### config.mk
export PLATFORM = sky130hd
export DESIGN_NAME = floppy_stepper
export DESIGN_NICKNAME = d
export VERILOG_FILES = /design/src/rtl/floppy_stepper.sv
export SDC_FILE = /design/constraint.sdc
export NUM_CORES = 1
export LEC_CHECK = 0
export ABC_CLOCK_PERIOD_IN_PS = 4000
export BUFFER_PORTS_ARGS = -buffer_cell sky130_fd_sc_hd__buf_2
export CAP_MARGIN = 15
export CORE_MARGIN = 2
export CORE_UTILIZATION = 52
export DETAILED_ROUTE_END_ITERATION = 8
export GPL_TIMING_DRIVEN = 1
export PLACE_DENSITY = 0.77
export SLEW_MARGIN = 20
export SYNTH_ARGS = -nofsm -noshare
export SYNTH_HDL_FRONTEND = slang
export SYNTH_SLANG_ARGS = --single-unit
### constraint.sdc
create_clock -name clk -period 4 [get_ports clk]
set_clock_uncertainty 0.2 [all_clocks]
set_input_delay 0.6 -clock clk [delete_from_list [all_inputs] [get_ports clk]]
set_output_delay 0.6 -clock clk [all_outputs]
set_load 0.05 [all_outputs]
### src/rtl/floppy_stepper.sv
// Step/direction generator for one floppy drive: homes the head to track 0 after
// reset, then bounces it between 0 and MAX_TRACK at the requested step period.
module floppy_stepper #(
  parameter int SP_WIDTH    = 22,
  parameter int MAX_TRACK   = 79,
  parameter int PULSE_LEN   = 16,
  parameter int HOME_PERIOD = 150000
) (
  input  logic                clk,
  input  logic                rst,
  input  logic [SP_WIDTH-1:0] setpoint,
  input  logic                enable,
  output logic                step_n,
  output logic                dir,
  output logic [6:0]          track,
  output logic                home_done
);
  localparam int HW = $clog2(HOME_PERIOD + 1);
  localparam int PW = $clog2(PULSE_LEN + 1);
  localparam logic [6:0]        MAX_T     = 7'(MAX_TRACK);
  localparam logic [SP_WIDTH:0] PULSE_EXT = (SP_WIDTH + 1)'(PULSE_LEN);
  localparam logic [SP_WIDTH:0] ONE_EXT   = (SP_WIDTH + 1)'(1);

  typedef enum logic [1:0] {HOME, IDLE, PLAY} state_t;

  state_t              state, state_next;
  logic [SP_WIDTH-1:0] cnt, cnt_next;
  logic [HW-1:0]       hcnt, hcnt_next;
  logic [7:0]          home_left, home_left_next;
  logic [PW-1:0]       pcnt, pcnt_next;
  logic                fire, fire_next;
  logic                step_n_next, dir_next, home_done_next;
  logic [6:0]          track_next;
  logic                sp_valid, play_ok, period_end, pulse_end, launch;

  always_comb begin
    state_next     = state;
    cnt_next       = cnt;
    hcnt_next      = hcnt;
    home_left_next = home_left;
    pcnt_next      = pcnt;
    fire_next      = 1'b0;
    step_n_next    = step_n;
    dir_next       = dir;
    track_next     = track;
    home_done_next = home_done;
    launch         = 1'b0;

    sp_valid   = {1'b0, setpoint} > PULSE_EXT;
    play_ok    = enable && sp_valid;
    // Widened compare so setpoint-1 never underflows.
    period_end = ({1'b0, cnt} + ONE_EXT) >= {1'b0, setpoint};
    pulse_end  = !step_n && (pcnt == '0);

    case (state)
      HOME: begin
        if (home_left != 8'd0) begin
          if (hcnt == HW'(HOME_PERIOD - 1)) begin
            hcnt_next      = '0;
            launch         = 1'b1;
            home_left_next = home_left - 8'd1;
          end else begin
            hcnt_next = hcnt + HW'(1);
          end
        end else if (pulse_end) begin
          state_next     = IDLE;
          home_done_next = 1'b1;
          dir_next       = 1'b1;
        end
      end
      IDLE: begin
        cnt_next = '0;
        if (play_ok) state_next = PLAY;
      end
      PLAY: begin
        if (!play_ok) begin
          state_next = IDLE;
          cnt_next   = '0;
        end else if (period_end) begin
          cnt_next  = '0;
          fire_next = 1'b1;
        end else begin
          cnt_next = cnt + SP_WIDTH'(1);
        end
      end
      default: state_next = HOME;
    endcase

    // A period end registers into fire, so the pulse falls one edge later.
    if (fire) launch = 1'b1;

    if (launch) begin
      step_n_next = 1'b0;
      pcnt_next   = PW'(PULSE_LEN - 1);
      if (dir) track_next = (track == MAX_T) ? track : track + 7'd1;
      else     track_next = (track == 7'd0)  ? track : track - 7'd1;
    end else if (pulse_end) begin
      step_n_next = 1'b1;
      if (home_done) begin
        if (track == MAX_T)     dir_next = 1'b0;
        else if (track == 7'd0) dir_next = 1'b1;
      end
    end else if (!step_n) begin
      pcnt_next = pcnt - PW'(1);
    end
  end

  always_ff @(posedge clk) begin
    if (rst) begin
      state     <= HOME;
      cnt       <= '0;
      hcnt      <= '0;
      home_left <= 8'(MAX_TRACK + 1);
      pcnt      <= '0;
      fire      <= 1'b0;
      step_n    <= 1'b1;
      dir       <= 1'b0;
      track     <= MAX_T;
      home_done <= 1'b0;
    end else begin
      state     <= state_next;
      cnt       <= cnt_next;
      hcnt      <= hcnt_next;
      home_left <= home_left_next;
      pcnt      <= pcnt_next;
      fire      <= fire_next;
      step_n    <= step_n_next;
      dir       <= dir_next;
      track     <= track_next;
      home_done <= home_done_next;
    end
  end
endmodule

* After elaboration in Yosys (flattened, before gate mapping)
Index checks and enable logic that the tools add are counted.
** Word-level totals
- Flip-flop bits (word level) :: 66
- Input bits :: 25
- Output and inout port bits :: 10
- Word-level logic and storage cells :: 85
** Cells by class
- Add/sub/neg operators :: 7
- Order comparisons :: 2
- Equal/unequal tests :: 12
- Muxes and demuxes :: 30
- Bitwise operators :: 5
- Reductions and logical operators :: 18
** Operators by type and width (count)
- $mux 22 :: 2
- $pmux 22 s2 :: 1
- $add 22x1->23 const B :: 1
- $ge 23x22->1 :: 1
- $add 22x1->22 const B :: 1
- $gt 22x5->1 const B :: 1
- $mux 7 :: 3
- $add 18x1->18 const B :: 1
- $eq 18x18->1 const B :: 1
- $mux 18 :: 1
- $mux 1 :: 15
- $mux 4 :: 3
- $ne 2x2->1 const B :: 6
- $reduce_and 3->1 :: 3
- $mux 2 :: 4
- $reduce_bool 8->1 :: 1
- $sub 8x1->8 const B :: 1
- $add 7x1->7 const B :: 1
- $eq 7x7->1 const B :: 1
- $logic_not 7->1 :: 1
- $sub 7x1->7 const B :: 1
- $pmux 2 s3 :: 1
- $reduce_and 2->1 :: 3
- $logic_not 5->1 :: 1
- other kinds (12) :: 19

* Longest topological paths before layout
- Word-level depth :: 10
- Gate-level depth with buffers :: 13
- Gate-level depth less buffers :: 12

* Least setup slack after synthesis
OpenSTA, ideal clock, no wires.
- Path kind :: flip-flop to flip-flop
- Start point :: register cnt[0]
- End point :: register cnt[10]
- Setup time :: 117 ps
- Arrival time :: 2878 ps
- Required time :: 3683 ps
- Setup slack :: 805 ps
- Stages on the path, launching flop included :: 14
- Path buffers :: 1
- Period minus slack after synthesis :: 3195 ps
- Path through :: dfxtp_1 > ha_1 > and4_1 > and4_1 > nand4_1 > xnor2_1 > ha_1 > nand3_1 > nor4_1 > o311ai_0 > nand4_1 > nor2_1 > clkbuf_1 > a22o_1
** On the way
- Cells in the longest elaborated chain, start to end :: 5
- Elaborated cells on any way between the ends :: 6
- Classes of those cells :: add/sub: 2; order compare: 1; mux: 3
** RTL lines
- start, declared :: RTL line 27 : logic [SP_WIDTH-1:0] cnt, cnt_next;
- start signal, assigned :: RTL line 122 : cnt <= cnt_next;
- $add 22x1->23 :: RTL line 52 : period_end = ({1'b0, cnt} + ONE_EXT) >= {1'b0, setpoint};
- $ge 23x22->1 :: RTL line 52
- $mux 22 * :: RTL line 79 : end else if (period_end) begin
- $mux 22 * :: RTL line 76 : if (!play_ok) begin
- $pmux 22 s2 * :: RTL line 55 : case (state)
Every way passes the cells marked *; elsewhere a longest branch is shown, timed or not.
A chain may end at the register's enable or synchronous reset.

* Worst setup path after layout
- Start point :: register cnt[0]
- End point :: register cnt[18]
Same word-level chain as after synthesis.

==> reports/summary.txt <==
Yosys warning count: 0
Clock Pin Slew Worst Setup and Hold Paths: 0.07 ns
1st-iter DRT viols: 152
Die area: 0.00827 mm2
Initial Utilization: 53.9%
DR vias: 3,258
Worst VDD drop: 189 uV
Pwr dens: 281 mW/mm2
Pleak: 1.81 nW
Synthesized flop and latch total: 66
Post-synthesis cell count: 452
# DRC: 0
Minimum clock period: 3.58 ns
Dpl hpwl: 6100 um
Cell Count, Final, Fillers Out: 591
Reg2reg end: cnt[18]$_SDFFE_PP0P_
Crit-path max FO: 20
Post-CTS Resized: 0
Setup Viol. Count Final: 0
Post-route ant nets: 0
Synth unique cells: 56
Reg2Reg Depth: 13
CP Capture Type: flop
Final hold violations: 0
Via density: 5.51
First-pass GRT wire length: 14,000 um
Seq/Total Area, Yosys: 33.6%
RSZ-0062 raised after global routing: no
FF-to-FF setup slack: 0.42 ns
Gr ovfl total: 0
Worst Tran Pin Value: 1.06 ns
Worst skew pair latency: 0.33 ns
Ys async rst share: 0%
CTS tree: built
WHS Path Cells: 2
Die X: 91.0 um
Initial antenna violation count: 0
CP required: 4.02 ns
Num ports: 35
Rows: 31
Max-cap violations: 0
Clock sinks: 66
Layout cells sized above 1: 12.8%
H-tree levels: 3
FMAX: 0.279 GHz
Slew margin rel.: 27.8%
First-pass iteration count of the detailed router: 4
Placed insts: 575
Nets@finish: 550
Die H: 91.0 um
Dpl cell area: 0.00419 mm2
EDFF count, synth: 0
Area growth from synthesis to layout: 11.3%
HP Class: flop to flop
Avg Cell Area, Syn: 8.70 um2
Setup bufs post-CTS: 0
Ant diodes: 0
Netlist Area Pre-Place: 0.00393 mm2
Clk root buf: clkbuf_8
TritonCTS Buffers: 9
Syn_nets: 515
FF-to-FF Start: cnt[0]$_SDFFE_PP0P_
Startpoint types: flop
Slew Limit Fails: 0
Total wire length: 8060 um
Final period util: 89.4%
Status: finished, final reports clean
CTS hold repair buffers: 0
Vias in the first global route: 3,043
Port buffer count: 34
Min-Delay Startpoint: home_done$_SDFFE_PP0P_
Final GP Congestion: 0.820
Setup tns final: 0 ns
Total GRT Usage: 20.4%
Synth Flop Type: dfxtp_1
Critical path type: flop to flop
Clock tree buffer depth: 2
Core ar.: 0.00729 mm2
Min Hold Slack: 0.275 ns
Fin util: 60.0%
Worst Hold End: home_done$_SDFFE_PP0P_
WL/cell: 13.6 um
Final Instance Area: 0.00438 mm2
Largest net degree at the start of global routing: 30
Critical path arrival: 3.60 ns
cells by family after synthesis:
family / Yosys count / synth area share, %
simple gates: 169 / 22.9
mux: 6 / 1.56
compound gates: 74 / 13.5
flops: 66 / 33.6
buf+inv: 48 / 4.81
fa+ha+maj: 38 / 12.3
xor+xnor: 51 / 11.4
report_power, final:
part	internal [mW]	total, mW	switching [mW]
combinational	0.0218	0.0533	0.0315
sequential	0.659	0.662	0.00208
clock	0.275	0.515	0.241
total	0.956	1.23	0.274
flip-flops by register name, summed over array words and instances (netlist names):
name / flops
track: 7
fire: 1
step_n: 1
dir: 1
cnt: 22
pcnt: 5
home_done: 1
hcnt: 18
state: 2
home_left: 8
cell usage after synthesis, drive strengths merged, types with 10 or more instances:
cell type  instances  share of area (%)
dfxtp             66                 34
nor2              45                4.3
ha                37                 12
inv               36                3.4
xnor2             32                7.1
nand2             26                2.5
nand3             24                3.1
a21oi             22                2.9
a22o              20                4.5
xor2              19                4.2
nand4             12                1.9
and3              11                1.8
nor3              11                1.4
clkbuf            10               0.95
worst max-delay path: stages, from the launching register on:
cell and delay (ns):
dfxtp_1 0.41, ha_1 0.23, and4_1 0.27, and4_1 0.31
nand4_1 0.16, xnor2_1 0.18, ha_1 0.30, nand3_1 0.12
nor4_2 0.35, o311ai_0 0.25, nand4_1 0.16, nor2_1 0.05
buf_4 0.21, a22o_1 0.26
how the worst max path moves through the flow:
stage / start / end / cells after the start
after floorplan: cnt[0]$_SDFFE_PP0P_ / cnt[10]$_SDFFE_PP0P_ / 13
after global placement: cnt[0]$_SDFFE_PP0P_ / cnt[1]$_SDFFE_PP0P_ / 13
after detailed placement: cnt[0]$_SDFFE_PP0P_ / cnt[18]$_SDFFE_PP0P_ / 13
after CTS: cnt[0]$_SDFFE_PP0P_ / cnt[18]$_SDFFE_PP0P_ / 13
after global routing: cnt[0]$_SDFFE_PP0P_ / cnt[5]$_SDFFE_PP0P_ / 13
final: cnt[0]$_SDFFE_PP0P_ / cnt[18]$_SDFFE_PP0P_ / 13
per-stage QoR:
stage / total power, mW / worst slack [ns]
after global placement: 0.727 / 0.625
after floorplan: 0.707 / 0.805
after global routing: 1.28 / 0.0948
final: 1.23 / 0.422
after CTS: 1.24 / 0.393
after detailed placement: 0.729 / 0.391
cell usage in the layout, fill, tap and decap left out, types with 2 or more instances in the layout:
| cell | synthesis | routed |
|---|---|---|
| nand3b_1 | 2 | 2 |
| and2_1 | 4 | 4 |
| buf_4 | 0 | 2 |
| and4_1 | 6 | 6 |
| nand2b_1 | 2 | 2 |
| buf_2 | 1 | 34 |
| nor4_1 | 6 | 5 |
| o31ai_1 | 2 | 2 |
| nor2b_1 | 6 | 6 |
| nor2_1 | 45 | 45 |
| clkinv_2 | 0 | 2 |
| a31oi_1 | 4 | 4 |
| or3_1 | 3 | 3 |
| or2_2 | 2 | 2 |
| nand2_1 | 26 | 26 |
| ha_1 | 37 | 37 |
| nor3_1 | 11 | 11 |
| or4_2 | 2 | 2 |
| a21o_1 | 2 | 2 |
| dfxtp_1 | 66 | 66 |
| clkbuf_8 | 0 | 12 |
| xor2_1 | 19 | 19 |
| xnor2_1 | 32 | 32 |
| a22o_1 | 20 | 20 |
| a21oi_1 | 21 | 21 |
| o21bai_1 | 2 | 2 |
| clkbuf_1 | 10 | 2 |
| nand4_1 | 12 | 12 |
| o21a_1 | 2 | 2 |
| a211o_1 | 3 | 3 |
| and3_1 | 10 | 10 |
| inv_1 | 36 | 36 |
| nand3_1 | 24 | 24 |
| mux2i_1 | 5 | 5 |
| o21ai_0 | 5 | 5 |
metal layers:
layer,global-route usage [%],share of wire (%),routed length [um],up-vias
met5,0,0,0,-
met1,26.4,47,3750,1511
met2,34.9,49,3930,60
met4,5.18,0.91,73,0
met3,4.23,3.7,300,9
li1,-,-,-,1678
final cells by class:
cell class	count	area, um2
fillers	672	2920
multi-input cells	338	2430
flip-flops and latches	66	1320
repair buffers	36	185
clock buffers	14	173
inverters	36	135
well taps	99	124
clock inverters	2	10.0
No activity file was read; power rests on OpenSTA's default activity.
